[src/rtl/secuenciador_muestreo.sv]
// rtl/secuenciador_muestreo.sv - sample-rate sequencer for the 12-bit filter datapath
//
// Once per sample period it requests one ADC conversion, captures the result,
// pulses the delay-chain load enable, clears the MAC, steps it through N_TAPS
// taps and flags the filter output valid.
//
// Parameters:
//   W       sample width (ADC_Data, Dato_Reg)
//   DIV     CLK cycles per sample period (>= N_TAPS+8)
//   N_TAPS  taps sequenced per sample (>= 2)
//   TO      ADC timeout in cycles (only with ADC_TIMEOUT_EN)
//
// Ports:
//   CLK            in   system clock, rising edge
//   Reset          in   synchronous, active-high
//   Run            in   1 = periodic sampling enabled
//   ADC_Done       in   conversion complete, 1-cycle pulse
//   ADC_Data       in   sample, valid while ADC_Done=1
//   ADC_Start      out  conversion request (level, held during CONV)
//   Enable_Reg     out  1-cycle load pulse to the register chain
//   Dato_Reg       out  captured sample feeding the chain input
//   Tap_Sel        out  tap index for the MAC
//   MAC_Clear      out  1-cycle accumulator clear
//   MAC_En         out  accumulate enable
//   Salida_Valida  out  1-cycle result-valid pulse
//   Overrun        out  sticky: a sample tick arrived while not waiting for it
//   Busy           out  1 in any state except IDLE/ESPERA
//   ADC_Error      out  sticky ADC timeout flag (only with ADC_TIMEOUT_EN)
//
// Optional feature: define ADC_TIMEOUT_EN to abandon a conversion after TO
// cycles without ADC_Done and report it on ADC_Error.

module secuenciador_muestreo #(
  parameter int W      = 12,
  parameter int DIV    = 1000,
  parameter int N_TAPS = 4,
  parameter int TO     = 64
) (
  input  logic                      CLK,
  input  logic                      Reset,
  input  logic                      Run,
  input  logic                      ADC_Done,
  input  logic [W-1:0]              ADC_Data,
  output logic                      ADC_Start,
  output logic                      Enable_Reg,
  output logic [W-1:0]              Dato_Reg,
  output logic [$clog2(N_TAPS)-1:0] Tap_Sel,
  output logic                      MAC_Clear,
  output logic                      MAC_En,
  output logic                      Salida_Valida,
  output logic                      Overrun,
  output logic                      Busy
`ifdef ADC_TIMEOUT_EN
  ,
  output logic                      ADC_Error
`endif
);

  localparam int CW = $clog2(DIV);
  localparam int TW = $clog2(N_TAPS);

  localparam logic [2:0] IDLE     = 3'd0;
  localparam logic [2:0] ESPERA   = 3'd1;
  localparam logic [2:0] CONV     = 3'd2;
  localparam logic [2:0] DESPLAZA = 3'd3;
  localparam logic [2:0] LIMPIA   = 3'd4;
  localparam logic [2:0] MAC      = 3'd5;
  localparam logic [2:0] FIN      = 3'd6;

  logic [2:0]    estado;
  logic [2:0]    estado_sig;
  logic [CW-1:0] cuenta;
  logic          tick;
  logic          captura;

`ifdef ADC_TIMEOUT_EN
  localparam int TOW = $clog2(TO);
  logic [TOW-1:0] cuenta_to;
  logic           expira;
`endif

  // The tick only exists while counting; with Run low the counter sits at 0.
  assign tick = Run && (cuenta == CW'(DIV - 1));

  always_comb begin
    estado_sig = estado;
    captura    = 1'b0;
`ifdef ADC_TIMEOUT_EN
    expira     = 1'b0;
`endif
    case (estado)
      IDLE: begin
        if (Run) estado_sig = ESPERA;
      end
      ESPERA: begin
        if (!Run)      estado_sig = IDLE;
        else if (tick) estado_sig = CONV;
      end
      CONV: begin
        if (ADC_Done) begin
          captura    = 1'b1;
          estado_sig = DESPLAZA;
        end
`ifdef ADC_TIMEOUT_EN
        else if (cuenta_to == TOW'(TO - 1)) begin
          // Give up on this sample; the next tick retries the conversion.
          expira     = 1'b1;
          estado_sig = ESPERA;
        end
`endif
      end
      DESPLAZA: estado_sig = LIMPIA;
      LIMPIA:   estado_sig = MAC;
      MAC: begin
        if (Tap_Sel == TW'(N_TAPS - 1)) estado_sig = FIN;
      end
      FIN: begin
        // Run is only honoured here, so a started sample always completes.
        estado_sig = Run ? ESPERA : IDLE;
      end
      default: estado_sig = IDLE;
    endcase
  end

  // Outputs are registered from the next state so each one is a flop that
  // lines up exactly with the state it belongs to.
  always_ff @(posedge CLK) begin
    if (Reset) begin
      estado        <= IDLE;
      cuenta        <= '0;
      Dato_Reg      <= '0;
      Tap_Sel       <= '0;
      ADC_Start     <= 1'b0;
      Enable_Reg    <= 1'b0;
      MAC_Clear     <= 1'b0;
      MAC_En        <= 1'b0;
      Salida_Valida <= 1'b0;
      Overrun       <= 1'b0;
      Busy          <= 1'b0;
`ifdef ADC_TIMEOUT_EN
      cuenta_to     <= '0;
      ADC_Error     <= 1'b0;
`endif
    end else begin
      estado <= estado_sig;

      if (!Run)                            cuenta <= '0;
      else if (cuenta == CW'(DIV - 1))     cuenta <= '0;
      else                                 cuenta <= cuenta + CW'(1);

      if (captura) Dato_Reg <= ADC_Data;

      // A tick is only consumed in ESPERA; anywhere else it is lost.
      if (tick && (estado != ESPERA)) Overrun <= 1'b1;

      Tap_Sel       <= (estado == MAC && estado_sig == MAC) ? Tap_Sel + TW'(1) : '0;
      ADC_Start     <= (estado_sig == CONV);
      Enable_Reg    <= (estado_sig == DESPLAZA);
      MAC_Clear     <= (estado_sig == LIMPIA);
      MAC_En        <= (estado_sig == MAC);
      Salida_Valida <= (estado_sig == FIN);
      Busy          <= !((estado_sig == IDLE) || (estado_sig == ESPERA));

`ifdef ADC_TIMEOUT_EN
      cuenta_to <= (estado == CONV && estado_sig == CONV) ? cuenta_to + TOW'(1) : '0;
      if (expira) ADC_Error <= 1'b1;
`endif
    end
  end

endmodule

[config.mk]
export PLATFORM = sky130hd
export DESIGN_NAME = secuenciador_muestreo
export DESIGN_NICKNAME = d
export VERILOG_FILES = /design/src/rtl/secuenciador_muestreo.sv
export SDC_FILE = /design/constraint.sdc
export NUM_CORES = 1
export LEC_CHECK = 0
export ABC_CLOCK_PERIOD_IN_PS = 1650
export BUFFER_PORTS_ARGS = -buffer_cell sky130_fd_sc_hd__buf_2
export CAP_MARGIN = 30
export CORE_MARGIN = 8
export CORE_UTILIZATION = 35
export DETAILED_ROUTE_END_ITERATION = 7
export PLACE_DENSITY_LB_ADDON = 0.1
export RECOVER_POWER = 50
export SKIP_CTS_REPAIR_TIMING = 1
export SKIP_LAST_GASP = 1
export SLEW_MARGIN = 25
export SYNTH_ARGS = -nofsm -noshare
export SYNTH_HDL_FRONTEND = slang
export SYNTH_SLANG_ARGS = --single-unit
[constraint.sdc]
create_clock -name CLK -period 1.65 [get_ports CLK]
set_clock_uncertainty 0.05 [all_clocks]
set_input_delay 0.2475 -clock CLK [delete_from_list [all_inputs] [get_ports CLK]]
set_output_delay 0.2475 -clock CLK [all_outputs]
set_load 0.01 [all_outputs]
==> impl_results.md, run 1 <==
* Fin crit period at 1.54 ns
* Worst Hold Launch: ADC_Data[1]
* CTS tree: done
* CP top delay family: simple AND/OR/NAND/NOR gates
* Max clock buf depth at 2
* Post-synthesis sequential area ratio at ~50%
* Worst-Margin Slew at 0.470 ns
* Post-synthesis async set-or-reset flop share at 0%
* Avg Cell Area, Syn at 8.97 µm²
* Residual DRC at 0
* Root buf cell: clkbuf_8
* Period utilization at 93.1%
* Worst path depth at 5
* Row cnt at 22
* Maxcap violations at 0
* 1st-pass router iterations at 4
* Placed wire-length estimate at between 2000 and 2500 µm
* Hold_ws at 0.155 ns
* Unique masters post-synth at 36
* CP arrival at 1.71 ns
* Hold path cells at 3
* Clk slew on worst S/H paths at 0.07 ns
* IO Port Bufs at 36
* Overall power at between 1.5 and 2 mW
* Startpoint Class: flop
* CTS buffer count at 5
* Slew margin rel. at 68.6%
* CP required at ~1.8 ns
* Gr ovfl total at 0
* Routed WL at between 2000 and 3000 µm
* DRT iter0 DRCs at 24
* Layout cells sized above 1 at around 17%
* Origin of the critical flop-to-flop path: cuenta[0]$_SDFF_PP0_
* Vias in the first global route at 1,117
* Die area at 0.00608 mm²
* Mapped Area at 0.00135 mm²
* Fin Setup TNS at 0 ns
* Synthesis Warnings at 0
* Peak VDD IR at just over 0.0005 V
* Post-synth top flop: dfxtp_1
* Area growth, synth to finish at 22.3%
* P_int at 1.19 mW
* Cell breakdown of the critical path: ha_1 > nand4b_2 > nor3b_4 > nand2b_1 > and4b_1
* Clock latency at the later pin of the worst-skew pair at 0.28 ns
* Core Region at 0.00369 mm²
* EDFF count, synth at 0
* Via density at 4.66
* Total Nets Final at 208
* Slowest cell delay on critical path at 0.38 ns
* Crit path buf inv count at 0
* # diodes at 0
* Initial core utilization at 36.5%
* Comb pwr share at 3.8%
* Setup violators final at 0
* Gp weighted congestion at ~0.7
* Final setup margin at 0.114 ns
* Clock power frac at 41.0%
* Reg power frac at 55.2%
* Top cell type by total area after synthesis: dfxtp_1
* Fin. Hold Viols at 0
* Worst flop-to-flop path endpoint: ADC_Start$_SDFF_PP0_
* Average wire per standard cell at 12.5 µm
* Worst hold endpoint: Dato_Reg[1]$_SDFFE_PP0P_
* Worst-case reg-to-reg path depth at 5
* CP endpoint kind: flop
* R2R setup slack at 0.11 ns
* F_max at ~0.65 GHz
* Switching Fraction at 21.0%
* Largest net degree at the start of global routing at 23
* Area after DPL at 0.00157 mm²
* CTS Sinks at 34
* H-tree Lvls at 2
* Via Count at 1,114
* Leakage at 0.636 nW
* Crit path max-delay cell type: dfxtp_1
* Global-route wire length before repair at about 5000 µm
* Initial antenna violation count at 0
* Final Cell Area at 0.00165 mm²
* Status: completed
* Final ANT Viol Nets at 0
* GRT Total Usage at 10.3%
* Hold Path Class: in2reg
* Pwr dens at 916 mW/mm²
* Register bit count reported by yosys at 34
* Mapped Cells at 150
* Die Wd at 78.0 µm
* DP Worst Slack at around 0.084 ns
* Peak fanout along the critical path at 5
* Synth area leaders: dfxtp_1, nand2_1, a21oi_1
* # IOs at 37
* Syn_nets at 168
* Slew Viols, Final at 0
* Synth top area share at 50.6%
* Most common cell after layout, fill and taps aside: dfxtp_1
* Critical path class: reg2reg
* Sw Pwr at around 320 µW
* Most frequent cells in the layout: dfxtp_1, nand2_1, clkbuf_1
* Die Y at a little under 80 µm
[cells by family after synthesis]
logic type / synth area share, %
simple gates: 28.9
xor+xnor: 3.91
fa+ha+maj: 1.86
compound gates: 11.7
buf+inv: 2.98
flops: 50.6
[cell usage after synthesis, types with 3 or more instances]
master     n
nand3_1    3
nor2_1    15
a21oi_1   19
nand2_1   30
nand2b_1   4
xnor2_1    4
inv_1      3
a31oi_1    3
dfxtp_1   34
[power by group through the flow]
| stage | Combinational (mW) | Clock, mW | Sequential, mW |
|---|---|---|---|
| floorplan | 0.0309 | 0 | 0.849 |
| global placement | 0.0558 | 0 | 0.849 |
| detailed placement | 0.0576 | 0 | 0.850 |
| CTS | 0.0575 | 0.649 | 0.831 |
| global route | 0.0650 | 0.680 | 0.832 |
| finish | 0.0579 | 0.617 | 0.832 |
[flip-flops by register name (all words and copies together), names as in the netlist]
register / cells
MAC_En: 1
cuenta: 10
estado: 3
Salida_Valida: 1
ADC_Start: 1
Enable_Reg: 1
MAC_Clear: 1
Overrun: 1
Dato_Reg: 12
Tap_Sel: 2
Busy: 1
[worst max path at each step]
stage	from	end
global placement	cuenta[0]$_SDFF_PP0_	cuenta[3]$_SDFF_PP0_
global route	cuenta[0]$_SDFF_PP0_	ADC_Start$_SDFF_PP0_
CTS	cuenta[0]$_SDFF_PP0_	cuenta[8]$_SDFF_PP0_
finish	cuenta[0]$_SDFF_PP0_	ADC_Start$_SDFF_PP0_
floorplan	cuenta[0]$_SDFF_PP0_	cuenta[8]$_SDFF_PP0_
detailed placement	cuenta[0]$_SDFF_PP0_	cuenta[8]$_SDFF_PP0_
[area by class of cell]
| type | count | area (µm²) |
|---|---|---|
| timing repair buffer | 38 | 169 |
| multi-input combinational | 108 | 633 |
| sequential | 34 | 681 |
| clock buffer | 7 | 86.3 |
| fill | 403 | 2040 |
| inverter | 3 | 11.3 |
| tap | 48 | 60.1 |
| clock inverter | 1 | 5.00 |
[per-stage QoR]
| step | utilization, % | instances |
|---|---|---|
| 2_1_floorplan | - | 150 |
| 3_3_place_gp | 42.6 | 231 |
| 3_5_place_dp | 42.6 | 231 |
| 4_1_cts | 45.1 | 239 |
| 5_1_grt | 44.6 | 239 |
| 6_report | 44.6 | 239 |
[routing by layer]
| layer | GRT usage, % | vias up | wire [µm] |
|---|---|---|---|
| li1 | - | 590 | - |
| met1 | 11.3 | 478 | 1420 |
| met2 | 15.5 | 41 | 1230 |
| met3 | 6.80 | 5 | 300 |
| met4 | 3.89 | 0 | 45 |
| met5 | 0 | - | 0 |
[worst reg2reg max path, cell delays in order, from the launching register on]
cell,delay (ns)
dfxtp_1,0.38
ha_1,0.25
nand4b_2,0.17
nor3b_4,0.29
nand2b_1,0.17
and4b_1,0.19
No activity file was read; power rests on OpenSTA's default activity.
==> run 2, diff against run 1 <==
==> constraint.sdc (replaced) <==
create_clock -name CLK -period 1.65 [get_ports CLK]
set_clock_uncertainty 0.05 [all_clocks]
set_input_delay 0.0825 -clock CLK [delete_from_list [all_inputs] [get_ports CLK]]
set_output_delay 0.0825 -clock CLK [all_outputs]
set_load 0.01 [all_outputs]
==> impl_results.md, run 2 (synthesis results as in run 1) <==
* Slowest cell delay on critical path at 0.39 ns (about the same)
* Root buf cell: clkbuf_8
* Largest register FFs at 12 (unchanged)
* Max clock buf depth at 2 (unchanged)
* 1st-pass router iterations at 4 (unchanged)
* Most common cell after layout, fill and taps aside: dfxtp_1
* Hold_ws at -0.0153 ns (-0.170 ns)
* Gr ovfl total at 0 (unchanged)
* F_max at 0.634 GHz (-2.5%)
* Final ANT Viol Nets at 0 (unchanged)
* Routed WL at 3120 µm (+4.1%)
* Startpoint Class: flop
* # diodes at 0 (unchanged)
* Clock latency at the later pin of the worst-skew pair at 0.29 ns (about the same)
* CTS Sinks at 34 (unchanged)
* GRT Total Usage at 10.3% (+0.052 points)
* Average wire per standard cell at 12.7 µm (+1.1%)
* # IOs at 37 (unchanged)
* Critical path class: reg2reg
* Clk slew on worst S/H paths at 0.07 ns (about the same)
* Global-route wire length before repair at 4970 µm (-1.1%)
* Total Nets Final at 215 (+3.4%)
* CTS tree: done
* Leakage at 0.665 nW (+4.5%)
* Area after DPL at 0.00156 mm² (-0.48%)
* CTS buffer count at 5 (unchanged)
* Most frequent cells in the layout: dfxtp_1, nand2_1, clkbuf_1
* Area growth, synth to finish at 27.3%
* Pwr dens at 895 mW/mm² (-2.3%)
* Residual DRC at 0 (unchanged)
* Post-Place Cells at 230 (-0.43%)
* IO Port Bufs at 36 (unchanged)
* Largest Register: Dato_Reg
* Peak fanout along the critical path at 5 (unchanged)
* Fin crit period at 1.58 ns (+0.0399 ns)
* DRT iter0 DRCs at 70 (+190%)
* Row cnt at 22 (unchanged)
* Vias in the first global route at 1,128 (+0.98%)
* Die Y at 78.0 µm (unchanged)
* Hold Path Class: in2reg
* Die area at 0.00608 mm² (unchanged)
* Peak VDD IR at 0.000360 V (-29%)
* Period utilization at 95.5% (+2.4 points)
* Largest net degree at the start of global routing at 23 (unchanged)
* Regs by FF count: Dato_Reg (12), cuenta (10), estado (3)
* Core Region at 0.00369 mm² (unchanged)
* CP endpoint kind: flop
* Slew Viols, Final at 0 (unchanged)
* Slew margin rel. at 73.5% (+4.9 points)
* Worst-Margin Slew at 0.397 ns (-0.0729 ns)
* CP arrival at 1.76 ns (+0.05 ns)
* Placed wire-length estimate at 2230 µm (-1.9%)
* Via Count at 1,162 (+4.3%)
* Layout cells sized above 1 at 15.7% (-1.1 points)
* Via density at 4.72 (+1.3%)
* Failing checks: hold timing
* Final Cell Area at 0.00171 mm² (+4.0%)
* Crit path max-delay cell type: dfxtp_1
* Maxcap violations at 0 (unchanged)
* Initial antenna violation count at 0 (unchanged)
* Die Wd at 78.0 µm (unchanged)
* Gp weighted congestion at 0.717 (about the same)
* Fin. Hold Viols at 4 (+4)
* Status: finished, violations left
* Finished Layout Cells at 246 (+2.9%)
* Initial core utilization at 36.5% (unchanged)
* Setup violators final at 0 (unchanged)
* Final Util at 46.4% (+1.8 points)
* Cell breakdown of the critical path: ha_1 > nand4b_2 > nor3b_2 > nand2b_1 > and4b_1
* H-tree Lvls at 2 (unchanged)
* CP required at 1.83 ns (about the same)
run 2: per-layer routing:
metal	share of wire (%)	wire length, µm	GRT usage (%)
met1	45	1390	11.0
met3	10	327	5.30
met2	44	1360	15.9
met5	0	0	0
met4	1.3	41	6.67
run 2: path summary, 6_finish.rpt:
kind | startpoint | end | slack (ns) | cells after the start
max | cuenta[0]$_SDFF_PP0_ | ADC_Start$_SDFF_PP0_ | 0.07 | 5
max reg2reg | cuenta[0]$_SDFF_PP0_ | ADC_Start$_SDFF_PP0_ | 0.07 | 5
min reg2reg | Dato_Reg[8]$_SDFFE_PP0P_ | Dato_Reg[8]$_SDFFE_PP0P_ | 0.40 | 2
min | ADC_Data[0] | Dato_Reg[0]$_SDFFE_PP0P_ | -0.02 | 3
run 2: per-stage QoR:
step | setup slack (ns) | TNS [ns] | hold slack [ns] | total power, mW
CTS | 0.0729 | 0 | -0.0238 | 1.54
global route | -0.0114 | -0.0114 | 0.00147 | 1.60
finish | 0.0739 | 0 | -0.0153 | 1.53
detailed placement | 0.0825 | 0 | 0.282 | 0.906
floorplan | 0.229 | 0 | 0.168 | 0.879
global placement | 0.159 | 0 | 0.272 | 0.904
run 2: area by class of cell:
type,count,area [µm²]
clock inverter,1,5.00
sequential,34,681
fill,381,1980
inverter,3,11.3
timing repair buffer,45,241
tap,48,60.1
multi-input combinational,108,627
clock buffer,7,86.3
run 2: where the power goes:
part | switching (mW) | leakage [nW] | internal, mW
Sequential | 0.00634 | 0.274 | 0.825
Combinational | 0.0319 | 0.342 | 0.0392
Clock | 0.293 | 0.0482 | 0.336
run 2: worst max-delay path: cells and delay by family, from the launching register on:
family	cells	cell delay, ns
AND/OR/NAND/NOR	4	0.85
flip-flops	1	0.39
adder cells (fa/ha/maj)	1	0.24
